$ cat config.mk
export PLATFORM = sky130hd
export DESIGN_NAME = alu_seq_ctrl
export DESIGN_NICKNAME = d
export VERILOG_FILES = /design/src/rtl/alu_seq_ctrl.sv
export SDC_FILE = /design/constraint.sdc
export NUM_CORES = 1
export LEC_CHECK = 0
export BUFFER_PORTS_ARGS = -buffer_cell sky130_fd_sc_hd__clkbuf_2
export CORE_ASPECT_RATIO = 1.2
export CORE_MARGIN = 8
export CORE_UTILIZATION = 45
export DETAILED_ROUTE_END_ITERATION = 16
export PLACE_DENSITY = 0.78
export SLEW_MARGIN = 20
export SYNTH_ARGS = -nofsm -noshare
export SYNTH_HDL_FRONTEND = slang
export SYNTH_SLANG_ARGS = --single-unit
$ cat constraint.sdc
create_clock -name clk -period 9.1 [get_ports clk]
set_input_delay 2.275 -clock clk [delete_from_list [all_inputs] [get_ports clk]]
set_output_delay 2.275 -clock clk [all_outputs]
set_load 0.05 [all_outputs]
$ cat src/rtl/alu_seq_ctrl.sv
// Multi-word sequencer around an external 16-bit ALU: one operand word per EXEC cycle,
// with the carry chained between words and the full result assembled in a register.
module alu_seq_ctrl #(
  parameter int unsigned WORDS = 4
) (
  input  logic                  clk,
  input  logic                  rst,
  input  logic                  start,
  input  logic [2:0]            op,
  input  logic [16*WORDS-1:0]   op_a,
  input  logic [16*WORDS-1:0]   op_b,
  output logic                  busy,
  output logic                  done,
  output logic [16*WORDS-1:0]   result,
  output logic                  carry_out,
  output logic [15:0]           alu_a,
  output logic [15:0]           alu_b,
  output logic [2:0]            alu_s,
  output logic                  alu_cn,
  input  logic [15:0]           alu_f,
  input  logic                  alu_co
);

  localparam int unsigned W  = 16 * WORDS;
  localparam int unsigned IW = (WORDS > 1) ? $clog2(WORDS) : 1;

  localparam logic [2:0] OP_BMA = 3'b001;
  localparam logic [2:0] OP_AMB = 3'b010;
  localparam logic [2:0] OP_ADD = 3'b011;

  typedef enum logic [1:0] {
    IDLE = 2'b00,
    EXEC = 2'b01,
    DONE = 2'b10
  } state_t;

  state_t          state_q, state_d;
  logic [IW-1:0]   idx_q;
  logic [2:0]      op_q;
  logic [W-1:0]    a_q;
  logic [W-1:0]    b_q;
  logic            carry_q;

  logic            load;
  logic            last;
  logic            arith;
  logic            sub_op;
  logic [IW+3:0]   base;

  assign last   = (idx_q == IW'(WORDS - 1));
  assign sub_op = (op_q == OP_BMA) || (op_q == OP_AMB);
  assign arith  = sub_op || (op_q == OP_ADD);
  assign base   = {idx_q, 4'b0000};

  // Next-state logic
  always_comb begin
    state_d = state_q;
    load    = 1'b0;
    case (state_q)
      IDLE: begin
        if (start) begin
          state_d = EXEC;
          load    = 1'b1;
        end
      end
      EXEC: begin
        if (last) state_d = DONE;
      end
      DONE:    state_d = IDLE;
      default: state_d = IDLE;
    endcase
  end

  // ALU drive: current word of the latched operands; subtracts seed the chain with 1
  always_comb begin
    alu_a  = 16'h0000;
    alu_b  = 16'h0000;
    alu_s  = 3'b000;
    alu_cn = 1'b0;
    if (state_q == EXEC) begin
      alu_a  = a_q[base +: 16];
      alu_b  = b_q[base +: 16];
      alu_s  = op_q;
      alu_cn = (idx_q == '0) ? sub_op : carry_q;
    end
  end

  always_ff @(posedge clk or posedge rst) begin
    if (rst) begin
      state_q   <= IDLE;
      idx_q     <= '0;
      op_q      <= 3'b000;
      a_q       <= '0;
      b_q       <= '0;
      carry_q   <= 1'b0;
      busy      <= 1'b0;
      done      <= 1'b0;
      result    <= '0;
      carry_out <= 1'b0;
    end else begin
      state_q <= state_d;
      busy    <= (state_d != IDLE);
      done    <= (state_d == DONE);
      if (load) begin
        op_q  <= op;
        a_q   <= op_a;
        b_q   <= op_b;
        idx_q <= '0;
      end
      // Unwritten result words keep their previous contents until overwritten
      if (state_q == EXEC) begin
        result[base +: 16] <= alu_f;
        carry_q            <= alu_co;
        idx_q              <= last ? '0 : idx_q + IW'(1);
        if (last) carry_out <= arith ? alu_co : 1'b0;
      end
    end
  end

endmodule

==> results.json, run 1 <==
{
  "outcome": "finished, final reports clean",
  "layout-drive-gt1-share": 0.456,
  "clock_sinks": 203,
  "place_ws_ns": 4.25,
  "slew_headroom": 0.317,
  "drt_iter0_markers": 276,
  "worstSetupEndpointType": "output port",
  "grt_pass1_vias": 6656,
  "antenna_found_initial": 1,
  "tritoncts": "yes",
  "crit_end": "alu_cn",
  "fin_cells": 1231,
  "postCtsSetupRepairBufs": 0,
  "slowest_stage": "buf_4",
  "fin_nets": 1110,
  "grt_overflow": 0,
  "r2r_start": "idx_q[1]$_DFFE_PP0P_",
  "vdd_drop_max_v": 0.000265,
  "crit_required_ns": 6.83,
  "grt.total_usage": 0.186,
  "whs_ns": 0.478,
  "synth_top_area_share": 0.574,
  "htree_levels": 1,
  "seqCellArea_um2": 5080,
  "r2r-end": "result[61]$_DFFE_PP0P_",
  "fp.coreArea_um2": 19400,
  "rows": 56,
  "r2r_slack_ns": 5.81,
  "synth_area_leaders": "dfrtp_1, mux2_2, mux2i_1",
  "leakage_nw": 5.17,
  "clk_pin_slew_worst_paths_ns": 0.06,
  "cp_max_fo": 58,
  "arrival_ns": 3.10,
  "via_count": 6348,
  "ys_warn_count": 0,
  "rr_worst_depth": 6,
  "drc": 0,
  "root_buffer": "clkbuf_16",
  "worst-slew-pin-transition_ns": 1.02,
  "start_util": 0.456,
  "setup_viol": 0,
  "cp-startpoint": "idx_q[1]$_DFFE_PP0P_",
  "synth_area_um2": 8860,
  "io_buffers": 253,
  "synth_top_area_cell": "dfrtp_1",
  "syn-num-nets": 871,
  "multi_input_area_um2": 3480,
  "power_density_nw_per_um2": 445,
  "die_h_um": 170,
  "post-dp-hpwl_mm": 16.7,
  "area_delta_synth_final_pct": 24.0,
  "io_pins": 254,
  "numCtsBuffers": 22,
  "wl_per_cell_um": 18.9,
  "grt_pass1_wl_mm": 35.7,
  "maxCapViolCount": 0,
  "clock_path_buffers": 3,
  "place_congestion": 0.791,
  "nFillCells": 1619,
  "syn_area_per_cell_um2": 12.4,
  "skew_ns": 0.00886,
  "worstSetupPathType": "reg -> out",
  "timing.final.crit_share": 0.591,
  "grt_max_degree": 128,
  "dp.cells": 1189,
  "finalWorstSetupSlack_ns": 3.72,
  "crit_path_max_incr_delay_ns": 0.77,
  "synth.ff_latch_count": 203,
  "synth_cells": 714,
  "cts.repair.resized": 0,
  "viasPerCell": 5.16,
  "worst_setup_path_start_kind": "flop",
  "dieArea_um2": 24400,
  "max_freq_ghz": 0.186,
  "hold_buffers": 0,
  "ant_nets": 0,
  "die_x_um": 144,
  "slew_viol_final": 0,
  "fin_crit_ns": 5.38,
  "tns_ns": 0,
  "hold_path.class": "reg -> reg",
  "yosysUniqueCellTypes": 31,
  "hold_start": "result[42]$_DFFE_PP0P_",
  "drt_wl_total_mm": 23.2,
  "clk_latency_ns": 0.50,
  "ys_seq_area_frac": 0.574,
  "path_cells": "buf_4 -> inv_1 -> ha_1 -> nand2b_1 -> a21oi_1 -> clkbuf_2",
  "firstDrtPassIters": 4,
  "rsz0062_at_grt": "no",
  "finalHoldViolCount": 0
}
## synthesized netlist by cell type (all sizes together)
cell type,number
nand3b,4
o211ai,1
mux2i,65
nor3b,2
mux2,130
o31ai,1
nor2,3
o21bai,1
nor2b,1
clkbuf,12
ha,6
and2,4
dfrtp,203
o21ai,66
or3,1
a21oi,1
nor4b,2
nand2b,2
buf,34
inv,5
nand2,135
o22ai,32
xor2,1
nand3,1
and4bb,1
## layout make-up
class	count	share of cell area
diodes	1	0.000228
well taps	261	0.0297
inverters	5	0.00239
clock buffers	31	0.0615
repair buffers	261	0.121
multi-input cells	460	0.317
flip-flops and latches	203	0.463
clock inverters	9	0.00524
## cells by family (layout without fill, tap and decap cells)
logic type | Yosys count | count (layout) | synth area share
buffers and inverters | 51 | 306 | 0.0346
adders and majority gates | 6 | 6 | 0.00848
DFF | 203 | 203 | 0.574
AOI/OAI and AO/OA | 102 | 102 | 0.0651
other | 0 | 1 | 0
and+or+nand+nor | 156 | 156 | 0.0784
muxes | 195 | 195 | 0.239
xor gates and xnor gates | 1 | 1 | 0.000989
## how the worst min path moves through the flow
stage,to,cells after the start
final,result[42]$_DFFE_PP0P_,2
after global routing,carry_q$_DFFE_PP0N_,2
after CTS,result[42]$_DFFE_PP0P_,2
after detailed placement,result[42]$_DFFE_PP0P_,2
after global placement,result[3]$_DFFE_PP0P_,2
after floorplan,carry_q$_DFFE_PP0N_,2
## registers in the layout, indices dropped and copies added (netlist names)
| name | cells |
|---|---|
| a_q | 64 |
| b_q | 64 |
| busy | 1 |
| carry_out | 1 |
| carry_q | 1 |
| done | 1 |
| idx_q | 2 |
| op_q | 3 |
| result | 64 |
| state_q | 2 |
## per-stage QoR
| step | utilization | instance area, µm² | power (mW) |
|---|---|---|---|
| 2_1_floorplan | - | 8860 | 3.48 |
| 3_3_place_gp | 0.527 | 10200 | 3.97 |
| 3_5_place_dp | 0.527 | 10200 | 4.02 |
| 4_1_cts | 0.565 | 11000 | 4.92 |
| 5_1_grt | 0.566 | 11000 | 5.15 |
| 6_report | 0.566 | 11000 | 4.88 |
## per-layer routing
layer  up-vias  track usage  routed length (µm)
li1       2974            -                   -
met1      3084        0.217                8710
met2       249        0.315               11500
met3        39       0.0628                2420
met4         2       0.0568                 513
met5         -            0                  13
## critical path: cells and delay by family, from the launching register on
kind	cells	cell delay, ns
AO/OA/AOI/OAI	1	0.12
adder cells (fa/ha/maj)	1	0.36
buffers and inverters	3	1.30
flip-flops	1	0.53
AND/OR/NAND/NOR	1	0.18
## power by group
group,total [mW],internal [mW],switching (mW)
logic,2.40,0.773,1.63
registers,1.59,1.33,0.259
clock network,0.886,0.520,0.366
total,4.88,2.63,2.26
## cells in the final DEF, fill, tap and decap left out, types with 2 or more instances in the layout
cell,count
and2_1,4
buf_4,6
buf_6,2
clkbuf_16,23
clkbuf_2,253
clkbuf_8,7
clkinv_2,6
dfrtp_1,202
ha_1,6
inv_1,4
inv_8,2
mux2_2,130
mux2i_1,65
nand2_1,135
nand2b_1,2
nand3b_1,4
nor2_1,3
nor3b_4,2
nor4b_4,2
o21ai_0,47
o21ai_1,14
o21ai_2,5
o22ai_1,32
(Power assumes the default switching activity.)
==> run 2: changes to the inputs <==
Settings changed: ABC_AREA set to 1, PLACE_DENSITY 0.78 to 0.77.
Clock period 9.1 ns to 5.3 ns, I/O delays scaled along.
==> run 2 against run 1 <==
  * Worst hold slack improved by 0.0010 ns
  * Global-route usage increased by 2.9 points
  * Clock skew decreased by 0.0015 ns
  * Sequential share of layout area decreased by 2.6 points
  * Core utilization decreased by 0.80 points
  * Count of clock-buffer cells in the layout decreased by 3
  * Area after synthesis increased by 7.2%
  * Setup slack got worse by 2.3 ns
  * Sequential power increased by 62%
  * Cell area increased by 5.8%
  * Critical path depth unchanged
  * Power increased by 85%
==> results.json, run 2 <==
{
  "outcome": "finished, final reports clean",
  "worstSetupEndpointType": "output port",
  "numCtsBuffers": 22,
  "arrival_ns": 2.56,
  "htree_levels": 1,
  "drt_iter0_markers": 463,
  "final_util": 0.558,
  "clock_path_buffers": 3,
  "grt_pass1_vias": 8770,
  "seqCellArea_um2": 5080,
  "tritoncts": "yes",
  "synth-compound-area-share": 0.0886,
  "hold_buffers": 0,
  "ys.flop_type": "dfrtp_1",
  "hold_path.class": "reg -> reg",
  "path_cells": "buf_4 -> clkinv_1 -> ha_1 -> o21ai_0 -> a21oi_1 -> clkbuf_2",
  "crit_buf_inv": 3,
  "whs_ns": 0.479,
  "root_buffer": "clkbuf_16",
  "path_delay_family": "buffers and inverters",
  "synth_top_area_cell": "dfrtp_1",
  "start_util": 0.456,
  "multi_input_area_um2": 3340,
  "syn_area_per_cell_um2": 7.72,
  "clk_latency_ns": 0.50,
  "max_freq_ghz": 0.258,
  "tns_ns": 0,
  "ys_seq_area_frac": 0.535,
  "synth.ff_latch_count": 203,
  "clk_pin_slew_worst_paths_ns": 0.06,
  "postCtsSetupRepairBufs": 0,
  "area_delta_synth_final_pct": 22.4,
  "grt_pass1_wl_mm": 44.8,
  "synth_common_cells": "nand2_1, dfrtp_1, inv_1",
  "finalHoldViolCount": 0,
  "synth-adder-area-share": 0.00791,
  "grt_overflow": 0,
  "nFillCells": 1976,
  "timing.final.crit_share": 0.732,
  "leakage_nw": 6.74,
  "final_cell_mix": "nand2_1, clkbuf_2, dfrtp_1",
  "die_x_um": 149,
  "synth_edf_count": 0,
  "layout-drive-gt1-share": 0.219,
  "worstSetupPathType": "reg -> out",
  "synth_area_leaders": "dfrtp_1, nand2_1, a21oi_1",
  "synth_area_um2": 9490,
  "async_flop_share": 1.00,
  "synth_top_family_by_area": "simple AND/OR/NAND/NOR gates",
  "muxShareOfSynthArea": 0,
  "ant_nets": 0,
  "viasPerCell": 4.92,
  "firstDrtPassIters": 7,
  "slowest_stage": "ha_1",
  "synth_most_common_cell": "nand2_1",
  "slew_viol_final": 0,
  "rows": 58,
  "clock_sinks": 203,
  "worst-slew-pin-transition_ns": 1.04,
  "setup_viol": 0,
  "fin_nets": 1606,
  "crit_path_max_incr_delay_ns": 0.63,
  "top_regs": "a_q: 64 flops, b_q: 64 flops, result: 64 flops",
  "synth-xor-area-share": 0,
  "worst_setup_path_start_kind": "flop",
  "die_h_um": 175,
  "final_common_cell": "nand2_1",
  "via_count": 8543,
  "fin_cells": 1736,
  "antenna_found_initial": 1,
  "grt_max_degree": 95,
  "post-dp-hpwl_mm": 19.9,
  "finalWorstSetupSlack_ns": 1.42,
  "synth_simple_gate_area_share": 0.255,
  "synth_top_area_share": 0.535,
  "cts.repair.resized": 0,
  "dieArea_um2": 26000,
  "crit_required_ns": 3.97,
  "io_pins": 254,
  "wl_per_cell_um": 16.3,
  "fin_crit_ns": 3.88,
  "slew_headroom": 0.307,
  "synth_cells": 1229,
  "ys_warn_count": 0,
  "rsz0062_at_grt": "no",
  "drt_wl_total_mm": 28.3,
  "fp.coreArea_um2": 20800,
  "grt.total_usage": 0.214,
  "drc": 0,
  "syn-num-nets": 1386,
  "dp.cells": 1695,
  "place_ws_ns": 1.91,
  "skew_ns": 0.00737,
  "maxCapViolCount": 0,
  "io_buffers": 253,
  "place_congestion": 0.882,
  "power_density_nw_per_um2": 778,
  "yosysUniqueCellTypes": 21,
  "vdd_drop_max_v": 0.000490,
  "cp_max_fo": 36
}
## run 2: changes by cell type in the layout (fill, tap and decap cells not counted), moves of 5 or more
| cell | change |
|---|---|
| mux2i_1 | -65 |
| a21oi_1 | +163 |
| mux2_2 | -130 |
| o21ai_2 | -5 |
| nor2_1 | +149 |
| o22ai_1 | -32 |
| o21ai_1 | -14 |
| o21ai_0 | -43 |
| nand3_1 | +81 |
| inv_1 | +178 |
| nand2_1 | +213 |
## run 2: cell type report
cell class | count | share of cell area
clock inverters | 12 | 0.0122
clock buffers | 28 | 0.0537
flip-flops and latches | 203 | 0.437
diodes | 1 | 0.000215
repair buffers | 264 | 0.118
well taps | 270 | 0.0291
multi-input cells | 769 | 0.288
inverters | 189 | 0.0614
## run 2: worst min-delay path: stages, from the launching register on
cell and delay, ns:
dfrtp_1 0.34, nand2_1 0.05, nand2_1 0.05
## run 2: cells by family after synthesis
family / Yosys count
flops: 203
compound gates: 168
fa+ha+maj: 6
simple gates: 595
buf+inv: 257
## run 2: worst paths after layout
path,slack (ns),cells past startpoint,from,endpoint
min,0.48,2,result[39]$_DFFE_PP0P_,result[39]$_DFFE_PP0P_
min reg2reg,0.48,2,result[39]$_DFFE_PP0P_,result[39]$_DFFE_PP0P_
max reg2reg,2.50,9,idx_q[0]$_DFFE_PP0P_,result[4]$_DFFE_PP0P_
max in group asynchronous,3.23,3,rst,b_q[42]$_DFFE_PP0P_
min in group asynchronous,0.89,2,rst,result[60]$_DFFE_PP0P_
max,1.42,6,idx_q[1]$_DFFE_PP0P_,alu_cn
## run 2: through the flow
step,power [mW],instance area [µm²]
floorplan,6.30,9500
global placement,7.38,10800
detailed placement,7.47,10800
CTS,9.12,11600
global route,9.65,11600
finish,9.04,11600
## run 2: metal layers
metal  GRT usage  routed length [µm]
met5           0                   0
met4      0.0681                 688
met3      0.0631                2610
met2       0.380               14300
met1       0.241               10600
## run 2: power by group
group / internal, mW / leakage (nW) / total (mW) / switching (mW)
logic: 1.13 / 3.99 / 4.85 / 3.72
registers: 2.28 / 2.37 / 2.57 / 0.291
clock network: 0.981 / 0.382 / 1.61 / 0.633
==> run 3: changes to the inputs <==
Clock period 5.3 ns to 4.1 ns, I/O delays scaled along.
==> run 3 against run 2 <==
  * First-iteration DRC count down 10%
  * Count of clock-buffer cells in the layout grew 2
  * Combinational power is 30% higher
  * Critical endpoint is now alu_a[15]
  * Largest power group unchanged
  * Core utilization rose by 0.078 points
  * Wire length is essentially flat
  * Cell area rose by 0.14%
  * Worst hold slack gained 0.00087 ns
  * Clock skew decreased by 0.00061 ns
  * Flip-flop and latch count unchanged
==> results.json, run 3 (synthesized netlist as in run 2, its figures left out) <==
{
  "die_h_um": 175,
  "root_buffer": "clkbuf_16",
  "clock_path_buffers": 3,
  "cts.repair.resized": 0,
  "worstSetupEndpointType": "output port",
  "hold_path.class": "reg -> reg",
  "path_delay_family": "buffers and inverters",
  "worst-slew-pin-transition_ns": 0.810,
  "ant_nets": 0,
  "top_regs": "a_q: 64 flops, b_q: 64 flops, result: 64 flops",
  "crit_path_max_incr_delay_ns": 0.40,
  "final_cell_mix": "nand2_1, clkbuf_2, dfrtp_1",
  "r2r_slack_ns": 1.45,
  "fp.coreArea_um2": 20800,
  "timing.final.crit_share": 0.810,
  "finalHoldViolCount": 0,
  "rows": 58,
  "dieArea_um2": 26000,
  "grt_max_degree": 134,
  "io_pins": 254,
  "whs_ns": 0.480,
  "layout-drive-gt1-share": 0.218,
  "slew_viol_final": 0,
  "maxCapViolCount": 0,
  "place_congestion": 0.870,
  "final_common_cell": "nand2_1",
  "grt.total_usage": 0.217,
  "grt_overflow": 0,
  "tns_ns": 0,
  "leakage_nw": 6.74,
  "clk_pin_slew_worst_paths_ns": 0.06,
  "firstDrtPassIters": 7,
  "placed_area_um2": 10900,
  "antenna_found_initial": 2,
  "clk_latency_ns": 0.50,
  "numCtsBuffers": 22,
  "clock_sinks": 203,
  "drt_iter0_markers": 416,
  "rsz0062_at_grt": "no",
  "crit_required_ns": 3.07,
  "htree_levels": 1,
  "area_delta_synth_final_pct": 22.6,
  "final_cell_area_um2": 11600,
  "crit_buf_inv": 3,
  "drc": 0,
  "wl_per_cell_um": 16.3,
  "outcome": "finished, final reports clean",
  "fin_nets": 1606,
  "tritoncts": "yes",
  "path_cells": "inv_2 -> buf_12 -> nand2_1 -> nand3_1 -> a21oi_1 -> clkbuf_2",
  "grt_pass1_vias": 8751,
  "power_density_nw_per_um2": 1000,
  "max_freq_ghz": 0.301,
  "grt_pass1_wl_mm": 45.1,
  "skew_ns": 0.00675,
  "holdPathEnd": "result[17]$_DFFE_PP0P_",
  "slew_headroom": 0.460,
  "setup_viol": 0,
  "worst_setup_path_start_kind": "flop",
  "r2r-end": "result[0]$_DFFE_PP0P_",
  "io_buffers": 253,
  "via_count": 8641,
  "r2r_start": "idx_q[0]$_DFFE_PP0P_",
  "hold_start": "result[17]$_DFFE_PP0P_",
  "drt_wl_total_mm": 28.2,
  "fin_crit_ns": 3.32,
  "vdd_drop_max_v": 0.000648,
  "postCtsSetupRepairBufs": 0,
  "rr_worst_depth": 8,
  "worstSetupPathType": "reg -> out",
  "holdPathStages": 2,
  "p_total_mw": 11.7,
  "arrival_ns": 2.30,
  "post-dp-hpwl_mm": 20.1,
  "cp_max_fo": 60,
  "hold_buffers": 0,
  "start_util": 0.456,
  "viasPerCell": 4.98,
  "die_x_um": 149,
  "slowest_stage": "dfrtp_2"
}
==> run 3: cell types whose count changed in the layout (fill, tap and decap cells not counted), sizes merged <==
cell and change:
clkbuf +2, clkinv -2, bufinv -1, clkinvlp +1
diode +1, inv -1
==> run 3: worst max path at each step <==
| stage | start | end | slack, ns | cells after the start |
|---|---|---|---|---|
| final | idx_q[0]$_DFFE_PP0P_ | alu_a[15] | 0.78 | 6 |
| after global routing | state_q[1]$_DFF_PP0_ | alu_a[4] | 0.62 | 5 |
| after CTS | state_q[1]$_DFF_PP0_ | alu_a[0] | 0.74 | 5 |
| after detailed placement | idx_q[0]$_DFFE_PP0P_ | alu_a[15] | 1.28 | 6 |
| after global placement | idx_q[0]$_DFFE_PP0P_ | alu_a[15] | 1.29 | 6 |
| after floorplan | rst | a_q[0]$_DFFE_PP0P_ | 0.44 | 1 |
==> run 3: report_power, final <==
group | switching, mW | total [mW] | leakage [nW] | internal, mW
Clock | 0.802 | 2.02 | 0.364 | 1.22
Combinational | 4.82 | 6.30 | 4.01 | 1.48
Sequential | 0.380 | 3.33 | 2.37 | 2.95
Total | 6.00 | 11.7 | 6.74 | 5.65
==> run 3: worst register-to-register path, stage by stage (launching register included) <==
cell and delay, ns:
dfrtp_2 0.40, inv_2 0.40, ha_1 0.26, clkinv_1 0.47
nor2_4 0.55, inv_2 0.24, nand2_1 0.13, nand2_1 0.08
inv_1 0.07
==> run 3: metal layers <==
metal	vias up	global-route usage	routed length, µm
met5	-	0	0
met4	0	0.0779	859
met3	57	0.0528	2550
met2	371	0.375	14000
met1	4049	0.255	10800
li1	4164	-	-
==> run 3: cell type report <==
type / count / area, µm²
clock buffers: 30 / 642
multi-input cells: 769 / 3340
flip-flops and latches: 203 / 5080
inverters: 189 / 713
diodes: 2 / 5.00
well taps: 270 / 338
repair buffers: 264 / 1410
clock inverters: 9 / 100
fillers: 1987 / 9190
==> run 3: stage by stage <==
stage / utilization / cells / setup slack (ns)
floorplan: - / 1229 / 0.445
global placement: 0.523 / 1695 / 1.29
detailed placement: 0.523 / 1695 / 1.28
CTS: 0.558 / 1734 / 0.737
global route: 0.559 / 1736 / 0.615
finish: 0.559 / 1736 / 0.780
